**src/rtl/pc_fetch_unit.sv**
```systemverilog
// PC holder and instruction fetcher feeding the single-cycle Control decoder.
// Optional retired-instruction counter enabled by defining INSTR_COUNT_EN.
module pc_fetch_unit #(
    parameter logic [31:0] RESET_PC = 32'h0000_0000
) (
    input  logic        CLK,
    input  logic        Reset,
    input  logic        PCw,
    input  logic        branch,
    input  logic        jump,
    output logic        imem_req,
    output logic [31:0] imem_addr,
    input  logic        imem_ready,
    input  logic [31:0] imem_rdata,
    output logic [31:0] instr,
    output logic [5:0]  op,
    output logic [5:0]  func,
    output logic [15:0] imm16,
    output logic        instr_valid,
    output logic [31:0] pc,
    output logic [31:0] pc_plus4,
    output logic        halted,
    output logic [31:0] instr_cnt
);

    typedef enum logic [1:0] {
        S_FETCH = 2'd0,
        S_EXEC  = 2'd1,
        S_HALT  = 2'd2
    } state_t;

    localparam logic [31:0] PC_INIT = {RESET_PC[31:2], 2'b00};

    state_t      r_state;
    logic [31:0] r_pc;
    logic [31:0] r_instr;

    logic [31:0] w_pc_plus4;
    logic [31:0] w_br_off;
    logic [31:0] w_br_tgt;
    logic [31:0] w_jmp_tgt;
    logic [31:0] w_next_pc;

    assign w_pc_plus4 = r_pc + 32'd4;
    assign w_br_off   = {{14{r_instr[15]}}, r_instr[15:0], 2'b00};
    assign w_br_tgt   = w_pc_plus4 + w_br_off;
    assign w_jmp_tgt  = {w_pc_plus4[31:28], r_instr[25:0], 2'b00};

    // Next-PC select: jump outranks branch, otherwise fall through
    always_comb begin
        w_next_pc = w_pc_plus4;
        if (jump) begin
            w_next_pc = w_jmp_tgt;
        end else if (branch) begin
            w_next_pc = w_br_tgt;
        end
    end

    // Fetch/execute/halt sequencer holding PC and the latched instruction
    always_ff @(posedge CLK or negedge Reset) begin
        if (!Reset) begin
            r_state <= S_FETCH;
            r_pc    <= PC_INIT;
            r_instr <= 32'h0;
        end else begin
            case (r_state)
                S_FETCH: begin
                    if (imem_ready) begin
                        r_instr <= imem_rdata;
                        r_state <= S_EXEC;
                    end
                end
                S_EXEC: begin
                    if (PCw) begin
                        r_pc    <= w_next_pc;
                        r_state <= S_FETCH;
                    end else begin
                        r_state <= S_HALT;
                    end
                end
                S_HALT: begin
                    r_state <= S_HALT;
                end
                default: begin
                    r_state <= S_FETCH;
                end
            endcase
        end
    end

    // Request is gated by Reset so it drops the instant reset asserts
    assign imem_req    = (r_state == S_FETCH) && Reset;
    assign imem_addr   = r_pc;
    assign instr_valid = (r_state == S_EXEC);
    assign halted      = (r_state == S_HALT);
    assign pc          = r_pc;
    assign pc_plus4    = w_pc_plus4;
    assign instr       = r_instr;
    assign op          = r_instr[31:26];
    assign func        = r_instr[5:0];
    assign imm16       = r_instr[15:0];

`ifdef INSTR_COUNT_EN
    logic [31:0] r_instr_cnt;

    // Count every instruction that commits a new PC; the halt is excluded
    always_ff @(posedge CLK or negedge Reset) begin
        if (!Reset) begin
            r_instr_cnt <= 32'h0;
        end else if ((r_state == S_EXEC) && PCw) begin
            r_instr_cnt <= r_instr_cnt + 32'd1;
        end
    end

    assign instr_cnt = r_instr_cnt;
`else
    assign instr_cnt = 32'h0;
`endif

endmodule

```
**config.mk**
```make
export PLATFORM = sky130hd
export DESIGN_NAME = pc_fetch_unit
export DESIGN_NICKNAME = d
export VERILOG_FILES = /design/src/rtl/pc_fetch_unit.sv
export SDC_FILE = /design/constraint.sdc
export NUM_CORES = 1
export LEC_CHECK = 0
export ABC_CLOCK_PERIOD_IN_PS = 4800
export CAP_MARGIN = 20
export CORE_AREA = 8 8 123 125
export DETAILED_ROUTE_END_ITERATION = 6
export DIE_AREA = 0 0 131 133
export PLACE_DENSITY_LB_ADDON = 0.1
export SKIP_CTS_REPAIR_TIMING = 1
export SLEW_MARGIN = 25
export SYNTH_ARGS = -nofsm -noshare
export SYNTH_HDL_FRONTEND = slang
export SYNTH_SLANG_ARGS = --single-unit
```
**constraint.sdc**
```tcl
create_clock -name CLK -period 4.8 [get_ports CLK]
set_input_delay 1.44 -clock CLK [delete_from_list [all_inputs] [get_ports CLK]]
set_output_delay 1.44 -clock CLK [all_outputs]
set_load 0.01 [all_outputs]
```
* Word level (Yosys, flattened, before mapping)
Index checks and enable logic that the tools add are counted.
Word-level totals: bits in registers 66, bits in latches 0, RAM bits 0, ROM bits 0, input bits 38, output and inout port bits 191, word-level logic and storage cells 17, memories 0
Cells by class: add/sub/neg operators 2, multipliers 0, div/mod/pow operators 0, magnitude comparators 0, eq/ne operators 3, shift-type cells 0, mux-type cells 5, bitwise logic cells 0, reductions and logical operators 4
Operator list (number):
- $mux W32 | 2
- $add A32 B3 Y32 const B | 1
- $add A32 B32 Y32 | 1
- $pmux W2 S3 | 1
- $mux W2 | 2
- $reduce_and A2 Y1 | 2
- $eq A2 B1 Y1 const B | 1
- $eq A2 B2 Y1 const B | 1
- $logic_not A2 Y1 | 1
- $ne A2 B2 Y1 const B | 1
- $logic_and A1 B1 Y1 | 1

* Depth between registers and ports, before layout
depth in word-level cells 4, depth in mapped cells 19, gate-level depth less buffers 17

* Worst setup path after synthesis
Ideal clock, no wire load.
path kind register -> register, start point register r_pc[2] (netlist: imem_addr[2]), end point register r_pc[31] (netlist: imem_addr[31]), library setup time 128 ps, arrival time 3723 ps, data required time 4672 ps, slack 949 ps, stages on the path, launching flop included 18, buffers on the path 2, period minus slack after synthesis 3851 ps, path through dfrtp_1 > ha_1 > inv_1 > nor2_1 > and3_1 > buf_2 > nand2_1 > nor2_1 > xor2_1 > ha_1 > buf_2 > a21oi_2 > o21ba_4 > o21ai_2 > o32a_4 > and3_1 > o41a_2 > xnor2_2
Between the ends: longest elaborated chain between the ends 4
RTL lines:
- start: declaration | line 35 | logic [31:0] r_pc;
- start signal: assignment | line 75 | r_pc <= w_next_pc;
- $add A32 B3 Y32 | line 44 | assign w_pc_plus4 = r_pc + 32'd4;
- net pc_plus4[24] | line 21 | output logic [31:0] pc_plus4,
- $add A32 B32 Y32 | line 46 | assign w_br_tgt = w_pc_plus4 + w_br_off;
- $mux W32 | line 54 | end else if (branch) begin
- $mux W32 | line 52 | if (jump) begin
The timed path passes the listed nets, and every way through them passes these cells. A chain may end at the register's enable or synchronous reset.

* Worst setup path after layout
start point register r_pc[4] (netlist: imem_addr[4]), end point output port pc_plus4[29]
Between the ends: longest elaborated chain between the ends 1
RTL lines (line):
- $add A32 B3 Y32 | 44
- end: declaration | 21
No other way between the ends.

==> flow_metrics.py <==
metrics = {
    "power": {
        "p_switching_uw": 3030,
        "peakVddDrop_mv": 0.400,
        "power.leakage_uw": 0.00335,
        "p_int_uw": 3660,
        "seqPwrFrac_pct": 19.1,
        "clkPwrFrac_pct": 11.7,
        "swShare_pct": 45.3,
        "pwr-share-comb_pct": 69.2,
        "power.density_nw_per_um2": 871,
    },
    "yosys": {
        "synth_cell_types": 69,
        "async_flop_share_pct": 100,
        "synthCells": 675,
        "ys_dominant_reg_cell": "dfrtp_1",
        "yosysSeqAreaShare_pct": 27.4,
        "synth_warnings": 0,
        "syn_avg_cell_area_sq_um": 8.65,
        "synth_edf_count": 0,
        "synth_area_sq_um": 5840,
        "yosys_register_bits": 64,
    },
    "floorplan": {
        "io_pins": 229,
        "start_util_pct": 44.6,
        "core-area_sq_um": 13100,
        "die_w_um": 131,
        "die_area_sq_um": 17400,
        "num_rows": 42,
        "die_h_um": 133,
    },
    "hold_path": {
        "hp-class": "reg -> reg",
        "min_to": "instr[31]",
        "whs_path_depth": 1,
        "hp-start": "instr[31]",
    },
    "worst_setup_path": {
        "crit-reg2reg-launch": "imem_addr[4]",
        "reg2regPathDepth": 14,
        "startpoint": "imem_addr[4]",
        "rrSetupSlack_ps": 620,
        "end_kind": "output pin",
        "worstSetupPathType": "reg -> out",
        "cp_max_fo": 8,
        "crit_arrival_ps": 3050,
        "cp.required_ps": 3360,
        "rr_endpoint": "imem_addr[31]",
        "worstSetupStartpointType": "flip-flop",
    },
    "timing": {
        "skew_ps": 5.91,
        "setup_viol": 0,
        "finalWorstSetupSlack_ps": 313,
        "fin_crit_ps": 4490,
        "slew_headroom_pct": 32.0,
        "clock.fmax_mhz": 223,
        "drv_slew": 0,
        "hold_viol_final": 0,
        "fin_crit_sh_pct": 93.5,
        "rsz0062_at_grt": "false",
        "worst_slew_pin_slew_ps": 1020,
        "timing.setup.tns_ps": 0,
    },
    "run_status": {
        "status": "completed",
    },
    "finish": {
        "areaGrowthSynthToFinish_pct": 31.5,
        "layout-drive-gt1-share_pct": 9.94,
        "nets": 875,
        "post-route-util_pct": 58.7,
        "seq_area_sq_um": 1600,
        "antennaDiodeCount": 0,
        "multi_input_area_sq_um": 3480,
        "n_fill_cell": 1175,
    },
    "cts": {
        "clockBufferDepth": 2,
        "path_clk_slew_ps": 50,
        "cts_tree": "built",
        "cts_root_buffer": "clkbuf_16",
        "cts.htree.levels": 3,
        "cts_num_sinks": 64,
        "insertion_delay_ps": 340,
        "cts_made_buffers": 9,
    },
    "grt": {
        "grt_pass1_vias": 5161,
        "antenna_found_initial": 0,
        "overflow": 0,
        "grt_pass1_wl_um": 29400,
        "track_usage_pct": 21.5,
        "grt_max_degree": 36,
    },
    "placement": {
        "hpwlAfterDp_um": 15000,
        "gp_congestion": 0.910,
        "io_buffers": 190,
        "dp_slack_ps": 685,
    },
    "route": {
        "first_pass_iters": 5,
        "ant_nets": 0,
        "viasPerCell": 5.40,
        "drc": 0,
        "wire_per_inst_um": 19.3,
        "drt-total-wl_um": 19000,
        "vias": 5294,
        "dr.first_iter.drc_count": 405,
    },
    "run": {
        "max_cap_violations": 0,
    },
}
==> Yosys cell counts, types with 4 or more instances <==
master | number | area share (%)
buf_4 | 97 | 12
dfrtp_1 | 64 | 27
nand2_1 | 63 | 4.1
a21oi_1 | 50 | 4.3
nor2_1 | 37 | 2.4
o21ai_0 | 37 | 3.2
ha_1 | 36 | 7.7
xnor2_1 | 34 | 5.1
mux2_2 | 33 | 6.4
a21o_1 | 23 | 3.0
nand3_1 | 20 | 1.7
clkbuf_1 | 17 | 1.1
xor2_1 | 16 | 2.4
inv_1 | 13 | 0.84
o21ai_1 | 12 | 1.0
nand4_1 | 11 | 1.2
and3_1 | 10 | 1.1
a31oi_1 | 6 | 0.64
o211ai_1 | 6 | 0.77
mux2i_1 | 5 | 0.86
o21bai_1 | 5 | 0.64
a211oi_1 | 4 | 0.51
and4_1 | 4 | 0.60
buf_2 | 4 | 0.34
o22ai_1 | 4 | 0.43
or3_1 | 4 | 0.43
==> metal layers <==
metal | GRT usage [%] | up-vias | wire (um)
met4 | 6.32 | 0 | 279
li1 | - | 2514 | -
met5 | 0 | - | 0
met1 | 27.2 | 2525 | 7930
met3 | 7.15 | 20 | 1850
met2 | 33.9 | 235 | 8920
==> kinds of logic after synthesis <==
family,count (synthesis),synth area share (%)
buffers and inverters,136,15.4
multiplexers,39,7.42
XOR/XNOR,51,7.78
AO/OA/AOI/OAI,178,19.7
adder cells (fa/ha/maj),37,8.06
flip-flops,64,27.4
other,1,0.0642
AND/OR/NAND/NOR,169,14.2
==> metrics by stage <==
stage | cells | power [uW] | hold WS (ps) | area, sq um
after floorplan | 712 | 4180 | 566 | 5980
after global placement | 965 | 5820 | 515 | 7320
after CTS | 981 | 6710 | 545 | 7680
after detailed placement | 965 | 5860 | 529 | 7320
after global routing | 981 | 7170 | 567 | 7680
final | 981 | 6690 | 539 | 7680
==> registers in the layout (all words and copies together), names as in the netlist <==
| register | count |
|---|---|
| instr | 32 |
| r_state | 2 |
| imem_addr | 30 |
==> worst max path at each step <==
| stage | end | slack (ps) | cells past startpoint |
|---|---|---|---|
| detailed placement | imem_addr[31] | 680 | 14 |
| global route | pc_plus4[29] | 170 | 7 |
| global placement | imem_addr[31] | 780 | 14 |
| CTS | pc_plus4[29] | 340 | 7 |
| floorplan | imem_addr[31] | 950 | 17 |
| finish | pc_plus4[29] | 310 | 7 |
==> critical path: stages (launching register included) <==
cell and delay [ps]:
dfrtp_1 480, nand3_1 130, nor2_1 370, and3_1 440, and3_4 290, nand2_1 70, xnor2_1 310, clkdlybuf4s50_1 610
==> cell type report <==
class	instances	share of cell area, %
repair buffers	200	25.7
multi-input cells	512	45.3
clock buffers	11	3.29
flip-flops and latches	64	20.9
inverters	13	0.636
well taps	176	2.87
clock inverters	5	1.34
==> power by group through the flow <==
| stage | combinational (uW) | sequential (uW) | clock (uW) |
|---|---|---|---|
| finish | 4630 | 1270 | 784 |
| global route | 5020 | 1330 | 822 |
| CTS | 4630 | 1280 | 800 |
| detailed placement | 4580 | 1280 | 0 |
| global placement | 4560 | 1260 | 0 |
| floorplan | 2930 | 1260 | 0 |
==> layout by cell type, fill, tap and decap left out, types with 3 or more instances in the layout <==
cell / count
a211oi_1: 4
a21o_1: 23
a21oi_1: 50
a21oi_2: 3
a2bb2oi_1: 3
a31oi_1: 6
and3_1: 10
and4_1: 4
buf_4: 10
bufinv_16: 3
clkbuf_16: 9
clkdlybuf4s50_1: 189
conb_1: 38
dfrtp_1: 64
ha_1: 36
inv_1: 13
mux2_2: 33
mux2i_1: 5
nand2_1: 63
nand3_1: 20
nand4_1: 11
nor2_1: 37
nor2b_1: 3
nor3_1: 3
o211ai_1: 6
o21ai_0: 37
o21ai_1: 12
o21bai_1: 5
o22ai_1: 4
or3_1: 4
xnor2_1: 34
xor2_1: 16
No activity file was read; power rests on OpenSTA's default activity.
